<file path="src/rtl/col_fetch_sched_pkg.sv">
// Shared types and constants for the column fetch scheduler.
// Holds the FSM state encoding and memory word geometry.
package col_fetch_sched_pkg;

  typedef enum logic [1:0] {
    IDLE,
    CHECK,
    ISSUE,
    DONE
  } state_t;

  localparam int DEF_MEMORY_WIDTH = 512;
  localparam int BYTES_PER_WORD   = DEF_MEMORY_WIDTH / 8;
  localparam int DEF_FIFO_WORDS   = 512;

  function automatic int bytes_per_word(input int mem_width);
    return mem_width / 8;
  endfunction

endpackage

</file>
<file path="src/rtl/col_fetch_sched_credit.sv">
// Per-column credit counter for the downstream word buffer.
// Same-cycle return and issue net out; result clamps to [0, FIFO_WORDS].
module col_credit_ctr
  import col_fetch_sched_pkg::*;
#(
  parameter int FIFO_WORDS = DEF_FIFO_WORDS,
  parameter int CW         = $clog2(FIFO_WORDS) + 1,
  parameter int WW         = 17
) (
  input  logic          clk,
  input  logic          rst,
  input  logic          inc,
  input  logic          dec,
  input  logic [WW-1:0] dec_words,
  output logic [CW-1:0] credits
);

  localparam int SW = ((CW > WW) ? CW : WW) + 2;

  logic [SW-1:0] avail;
  logic [SW-1:0] take;
  logic [SW-1:0] net;
  logic [CW-1:0] credits_d;

  always_comb begin
    avail = SW'(credits) + SW'(inc);
    take  = dec ? SW'(dec_words) : '0;
    net   = avail - take;
    credits_d = CW'(net);
    if (take > avail)
      credits_d = '0;
    else if (net > SW'(FIFO_WORDS))
      credits_d = CW'(FIFO_WORDS);
  end

  always_ff @(posedge clk) begin
    if (rst)
      credits <= CW'(FIFO_WORDS);
    else
      credits <= credits_d;
  end

endmodule

</file>
<file path="src/rtl/col_fetch_sched.sv">
// Column-interleaved read command scheduler.
// Issues one command per column per page, gated by downstream credits.
module col_fetch_sched
  import col_fetch_sched_pkg::*;
#(
  parameter int COL_COUNT    = 3,
  parameter int ADDR_WIDTH   = 64,
  parameter int LEN_WIDTH    = 16,
  parameter int MEMORY_WIDTH = 512,
  parameter int FIFO_WORDS   = DEF_FIFO_WORDS
) (
  input  logic                         clk,
  input  logic                         rst,
  input  logic                         cfg_valid,
  input  logic [$clog2(COL_COUNT)-1:0] cfg_col,
  input  logic [ADDR_WIDTH-1:0]        cfg_base,
  input  logic [LEN_WIDTH-1:0]         cfg_len,
  input  logic                         start_valid,
  input  logic [15:0]                  start_pages,
  output logic                         start_ready,
  output logic                         cmd_valid,
  output logic [ADDR_WIDTH-1:0]        cmd_addr,
  output logic [LEN_WIDTH-1:0]         cmd_len,
  input  logic                         cmd_ready,
  input  logic                         credit_valid,
  input  logic [$clog2(COL_COUNT)-1:0] credit_col,
  output logic                         busy,
  output logic                         done
);

  localparam int CIW  = $clog2(COL_COUNT);
  localparam int CW   = $clog2(FIFO_WORDS) + 1;
  localparam int WW   = LEN_WIDTH + 1;
  localparam int BPW  = bytes_per_word(MEMORY_WIDTH);
  localparam int CMPW = (CW > WW) ? CW : WW;

  state_t state_q;
  state_t state_d;

  logic [ADDR_WIDTH-1:0] base_q     [COL_COUNT];
  logic [ADDR_WIDTH-1:0] cur_addr_q [COL_COUNT];
  logic [LEN_WIDTH-1:0]  len_q      [COL_COUNT];
  logic [WW-1:0]         words      [COL_COUNT];
  logic [CW-1:0]         credits    [COL_COUNT];

  logic [CIW-1:0] col_q;
  logic [15:0]    page_q;
  logic [15:0]    pages_q;

  logic fire;
  logic last;
  logic credit_ok;
  logic start_go;

  always_comb begin
    for (int c = 0; c < COL_COUNT; c++)
      words[c] = (WW'(len_q[c]) + WW'(BPW - 1)) / WW'(BPW);
  end

  assign fire      = (state_q == ISSUE) && cmd_ready;
  assign last      = (col_q == CIW'(COL_COUNT - 1)) &&
                     (page_q == pages_q - 16'd1);
  assign credit_ok = CMPW'(credits[col_q]) >= CMPW'(words[col_q]);
  assign start_go  = (state_q == IDLE) && start_valid;

  assign start_ready = (state_q == IDLE);
  assign busy        = (state_q != IDLE);
  assign done        = (state_q == DONE);
  assign cmd_valid   = (state_q == ISSUE);
  assign cmd_addr    = cur_addr_q[col_q];
  assign cmd_len     = len_q[col_q];

  always_comb begin
    state_d = state_q;
    unique case (state_q)
      IDLE:
        if (start_valid)
          state_d = (start_pages == 16'd0) ? DONE : CHECK;
      CHECK:
        if (credit_ok)
          state_d = ISSUE;
      ISSUE:
        if (cmd_ready)
          state_d = last ? DONE : CHECK;
      DONE:
        state_d = IDLE;
      default:
        state_d = IDLE;
    endcase
  end

  always_ff @(posedge clk) begin
    if (rst)
      state_q <= IDLE;
    else
      state_q <= state_d;
  end

  always_ff @(posedge clk) begin
    if (rst) begin
      for (int c = 0; c < COL_COUNT; c++) begin
        base_q[c]     <= '0;
        len_q[c]      <= '0;
        cur_addr_q[c] <= '0;
      end
      col_q   <= '0;
      page_q  <= '0;
      pages_q <= '0;
    end else begin
      if ((state_q == IDLE) && cfg_valid &&
          (32'(cfg_col) < COL_COUNT)) begin
        base_q[cfg_col] <= cfg_base;
        len_q[cfg_col]  <= cfg_len;
      end
      if (start_go && (start_pages != 16'd0)) begin
        pages_q <= start_pages;
        col_q   <= '0;
        page_q  <= '0;
        for (int c = 0; c < COL_COUNT; c++)
          cur_addr_q[c] <= base_q[c];
      end
      if (fire) begin
        cur_addr_q[col_q] <= cur_addr_q[col_q] +
                             ADDR_WIDTH'(len_q[col_q]);
        if (col_q == CIW'(COL_COUNT - 1)) begin
          col_q  <= '0;
          page_q <= page_q + 16'd1;
        end else begin
          col_q <= col_q + CIW'(1);
        end
      end
    end
  end

  for (genvar c = 0; c < COL_COUNT; c++) begin : g_cred
    col_credit_ctr #(
      .FIFO_WORDS(FIFO_WORDS),
      .CW        (CW),
      .WW        (WW)
    ) u_ctr (
      .clk      (clk),
      .rst      (rst),
      .inc      (credit_valid && (credit_col == CIW'(c))),
      .dec      (fire && (col_q == CIW'(c))),
      .dec_words(words[c]),
      .credits  (credits[c])
    );
  end

endmodule
</file>
<file path="config.mk">
export PLATFORM = sky130hd
export DESIGN_NAME = col_fetch_sched
export DESIGN_NICKNAME = d
export VERILOG_FILES = /design/src/rtl/col_fetch_sched_pkg.sv /design/src/rtl/col_fetch_sched_credit.sv /design/src/rtl/col_fetch_sched.sv
export SDC_FILE = /design/constraint.sdc
export NUM_CORES = 1
export LEC_CHECK = 0
export ABC_AREA = 1
export BUFFER_PORTS_ARGS = -buffer_cell sky130_fd_sc_hd__buf_2
export CORE_UTILIZATION = 52
export CTS_CLUSTER_DIAMETER = 100
export DETAILED_ROUTE_END_ITERATION = 6
export GPL_ROUTABILITY_DRIVEN = 0
export PLACE_DENSITY = 0.7
export SYNTH_ARGS = -nofsm -noshare
export SYNTH_HDL_FRONTEND = slang
export SYNTH_SLANG_ARGS = --single-unit
</file>
<file path="constraint.sdc">
create_clock -name clk -period 7.9 [get_ports clk]
set_input_delay 0.395 -clock clk [delete_from_list [all_inputs] [get_ports clk]]
set_output_delay 0.395 -clock clk [all_outputs]
set_load 0.05 [all_outputs]
</file>
Word-level counts from Yosys, hierarchy flattened. Memory sizes are Yosys's and may differ from the RTL's. A register that Yosys moved wholly into a read port is not among the register bits. Cells that the tools add are included.

Register bits: 66. Bits in writable memories: 432. Bits of input ports: 106. Output and inout bits: 84. Word-level logic and storage cells: 130. Memories kept: 3.

Add/subtract/negate cells: 13. $lt $le $gt $ge: 9. Eq/ne operators: 11. Multiplexer cells: 54. Bitwise gates (word level): 4. Reduce and logical (&&, ||, !) cells: 26.

Memories: base_q (words 3, width 64, read ports 3, clocked after memory_dff 0, write ports 3, RTL line col_fetch_sched.sv:40) `logic [ADDR_WIDTH-1:0] base_q [COL_COUNT];`; cur_addr_q (words 3, width 64, read ports 1, clocked after memory_dff 1, write ports 3, RTL line col_fetch_sched.sv:41) `logic [ADDR_WIDTH-1:0] cur_addr_q [COL_COUNT];`; len_q (words 3, width 16, read ports 4, clocked after memory_dff 1, write ports 3, RTL line col_fetch_sched.sv:42) `logic [LEN_WIDTH-1:0] len_q [COL_COUNT];`.

Operators with widths (number): $mux 64 (5); $reduce_or 64->1 (2); $mux 10 (8); $add 64x16->64 (1); $mux 16 (4); $gt 19x10->1 const B (3); $gt 19x19->1 (3); $sub 19x19->19 (3); $add 16x6->17 const B (3); $bmux 17 s2 (1); $mux 17 (2); $add 10x1->11 (3); $mux 11 (3); $mux 2 (15); $bmux 10 s2 (1); $ge 10x17->1 (1); $add 16x1->16 const B (1); $eq 16x16->1 (1); $logic_not 16->1 (1); $reduce_bool 16->1 (1); $reduce_or 16->1 (1); $sub 16x1->16 const B (1); $mux 1 (14); $logic_and 1x1->1 (12); other kinds (14) (27).

Longest topological paths before layout.
Word-level depth: 8. Depth in mapped cells: 26. Depth with buffers taken out: 26.

Cells and area by module. A second synthesis with hierarchy kept.

Cell total of the unflattened synthesis: 3873. Area, all modules: 31607.8 sq um.

Modules (own cells, without submodules): col_fetch_sched (times used 1, cells each 3184, area an instance 27677.8 sq um, sequential area each 16135.5 sq um); col_credit_ctr at g_cred[0].u_ctr ... (times used 2, cells each 225, area an instance 1295.0 sq um, sequential area each 200.2 sq um); col_credit_ctr at g_cred[2].u_ctr (times used 1, cells each 239, area an instance 1340.0 sq um, sequential area each 200.2 sq um).

Least setup slack after synthesis. OpenSTA, ideal clock, no wires.

Path kind: reg-to-reg. Start: register col_q[1]. End: memory cur_addr_q[3][0], enable pin. Setup time: 0.565 ns. Arrival time: 5.292 ns. Data required time: 7.335 ns. Slack: 2.044 ns. Cell stages (with the launch flop): 4. Path buffers: 1. Clock period less this slack: 5.856 ns. Cells stage by stage: dfxtp_1 -> clkbuf_1 -> clkinv_1 -> nor3_1.

RTL lines: start: declaration (RTL line col_fetch_sched.sv:46) `logic [CIW-1:0] col_q;`; start signal: assignment (RTL line col_fetch_sched.sv:129) `col_q <= col_q + CIW'(1);`; end: declaration (RTL line col_fetch_sched.sv:41).

==> impl_metrics.sql <==
INSERT INTO impl_metrics (metric_group, metric, value, unit) VALUES
('status', 'outcome', 'finished, final reports clean', ''),
('finish', 'final-seq-area', '16700', 'um^2'),
('pwr', 'vdd_drop_max', '0.000181', 'V'),
('global_route', 'grt_use_total', '29.3', '%'),
('sta', 'finalClockSkew', '27.6', 'ps'),
('logic_synthesis', 'yosysUniqueCellTypes', '59', ''),
('finish', 'multi_input_area', '11900', 'um^2'),
('sta', 'rsz0062_at_grt', 'false', ''),
('routing', 'dr.max_layer_used', 'met5', ''),
('sta', 'layout_worst_path_cycle_share', '62.9', '%'),
('logic_synthesis', 'area_of_the_mapped_netlist', '30600', 'um^2'),
('logic_synthesis', 'post_synth_most_frequent_cells', 'sky130_fd_sc_hd__nand2_1, sky130_fd_sc_hd__edfxtp_1, sky130_fd_sc_hd__nor2_1', ''),
('clocking', 'clkLatencyLatePin', '640', 'ps'),
('clocking', 'clock_tree_sinks', '580', ''),
('finish', 'area_delta_synth_final', '12.1', '%'),
('critical_path', 'timing.critical_path.arrival', '5370', 'ps'),
('clocking', 'ctsLongestPathBuffers', '3', ''),
('logic_synthesis', 'synth-edff-count', '512', ''),
('sta', 'setup-tns-final', '0', 'ps'),
('finish', 'final_net_count', '3905', ''),
('global_route', 'grt_start_max_net_pins', '201', ''),
('routing', 'drt-pass1-iter-count', '7', ''),
('sta', 'maxSlewViolCount', '0', ''),
('pwr', 'power_density', '237', 'nW/um^2'),
('die', 'rows', '88', ''),
('clocking', 'cts_tree', 'yes', ''),
('clocking', 'holdBufCountCts', '23', ''),
('global_route', 'gr-total-overflow', '0', ''),
('critical_path', 'timing.critical_path.max_delay_family', 'compound AO/OA/AOI/OAI gates', ''),
('die', 'core_area', '57900', 'um^2'),
('logic_synthesis', 'synth-seq-area-share', '54.6', '%'),
('sta', 'timing_worst_slew_pin_value', '1190', 'ps'),
('critical_path', 'critPathMaxFanout', '52', ''),
('critical_path', 'slowest_stage_delay_cp', '770', 'ps'),
('sta', 'timing.fmax', '201', 'MHz'),
('die', 'dieArea', '59900', 'um^2'),
('routing', 'drtIter0Drc', '2367', ''),
('routing', 'vias_per_cell', '5.54', ''),
('logic_synthesis', 'yosys_warnings', '0', ''),
('clocking', 'clkSlewWorstSetupHoldPaths', '60', 'ps'),
('logic_synthesis', 'synth-seq-cells', '580', ''),
('routing', 'wire_length_the_detailed_router_placed_on_met1', '35500', 'um'),
('pwr', 'leakage', '14.8', 'nW'),
('routing', 'met3RoutedLength', '8200', 'um'),
('global_route', 'vias_in_the_first_global_route', '23800', ''),
('critical_path', 'setup.worst_path.start_class', 'register', ''),
('clocking', 'root_buffer', 'sky130_fd_sc_hd__clkbuf_16', ''),
('critical_path', 'critical_path_buf_inv_count', '3', ''),
('global_route', 'antenna_found_initial', '3', ''),
('placed_design', 'postPlaceCellArea', '32300', 'um^2'),
('pwr', 'p_clk_share', '33.2', '%'),
('pwr', 'power.share.switching', '30.9', '%'),
('sta', 'max-slew-margin-rel', '20.4', '%'),
('clocking', 'cts_made_buffers', '59', ''),
('finish', 'num_antenna_cells', '0', ''),
('logic_synthesis', 'syn-instance-count', '3541', ''),
('pwr', 'switching_power', '0.00252', 'W'),
('finish', 'fraction_of_layout_cells_with_a_size_suffix_above_1', '10.4', '%'),
('run', 'max_cap_violations', '0', ''),
('logic_synthesis', 'most_common_flop_cell_mapped_by_yosys', 'sky130_fd_sc_hd__edfxtp_1', ''),
('sta', 'timing.final.setup_violations', '0', ''),
('critical_path', 'worst_path_most_repeated_cell', 'sky130_fd_sc_hd__nand2_1', ''),
('routing', 'wire_per_inst', '19.4', 'um'),
('clocking', 'post_cts_buffers', '0', ''),
('finish', 'number_of_filler_instances_in_the_final_layout', '5132', ''),
('logic_synthesis', 'cell_accounting_for_the_most_synthesized_area', 'sky130_fd_sc_hd__edfxtp_1', ''),
('clocking', 'ctsHtreeMaxLevel', '2', ''),
('routing', 'detailed_route_wirelength_on_metal2', '41400', 'um'),
('logic_synthesis', 'async_flop_share', '0', '%'),
('critical_path', 'cell_breakdown_of_the_critical_path', 'clkinv_2 -> a32oi_1 -> inv_1 -> fa_1 -> o21ai_1 -> nand2_1 -> nand2_1 -> inv_1 -> o21ai_1 -> nand2_1 -> nand2_2 -> nand2_1 -> nor2_2 -> nand3_1 -> and2_1', ''),
('critical_path', 'timing.setup.critical_path_class', 'reg -> reg', '');
[stage by stage]
step,hold WS (ps),worst slack [ps]
CTS,0.0760,3050
finish,24.5,2930
global placement,481,3240
floorplan,453,2040
detailed placement,486,3060
global route,0.513,2590
[cells by family after synthesis]
logic type / Yosys count / share of synthesized area [%]
xor gates and xnor gates: 97 / 2.84
buffers and inverters: 521 / 6.88
adders and majority gates: 71 / 3.00
other: 1 / 0.0122
AOI/OAI and AO/OA: 420 / 7.58
DFF: 580 / 54.6
and+or+nand+nor: 1851 / 25.0
[power groups by stage]
stage / clock, W / combinational [W] / sequential [W]
after floorplan: 0 / 0.00126 / 0.00373
after global placement: 0 / 0.00171 / 0.00375
after detailed placement: 0 / 0.00173 / 0.00375
after CTS: 0.00272 / 0.00175 / 0.00369
after global routing: 0.00285 / 0.00194 / 0.00371
final: 0.00270 / 0.00176 / 0.00369
[placed cells by master (no fill, tap or decap), drive strengths merged, types with 42 or more instances in the layout]
cell type and n:
nor3 42, xor2 66, nand3 217, o21ai 250, dfxtp 68, inv 391, clkbuf 73, nor2 525
a21oi 93, edfxtp 512, buf 216, nand2 991, ha 67
[path summary, 6_finish.rpt]
check	from	to	slack, ps	cells past startpoint
worst max-delay path	register	cur_addr_q[3][46]	2930	15
worst min-delay path	cfg_len[7]	len_q[3][7]	20	1
worst max register to register	register	cur_addr_q[3][46]	2930	15
worst min register to register	pages_q[9]	pages_q[9]	490	2
[per-layer routing]
layer / global-route usage, % / vias to the layer above
met5: 0 / -
met3: 4.78 / 160
met4: 10.7 / 4
li1: - / 12000
met1: 38.9 / 11800
met2: 48.5 / 1145
[cell type report]
type                            instances  area share (%)
Clock buffer                           73            4.57
Clock inverter                         33           0.765
Inverter                              393            4.32
Multi-Input combinational cell       2455            34.7
Sequential cell                       580            48.8
Tap cell                              765            2.79
Timing Repair Buffer                  239            4.05
[sequential cells by signal, summed over array words and instances (netlist names), named ones only]
name                  flops
pages_q                  16
page_q                   16
col_q                     2
len_q                    64
g_cred.u_ctr.credits     30
state_q                   2
cur_addr_q              256
base_q                  192
No activity file was read; power rests on OpenSTA's default activity.
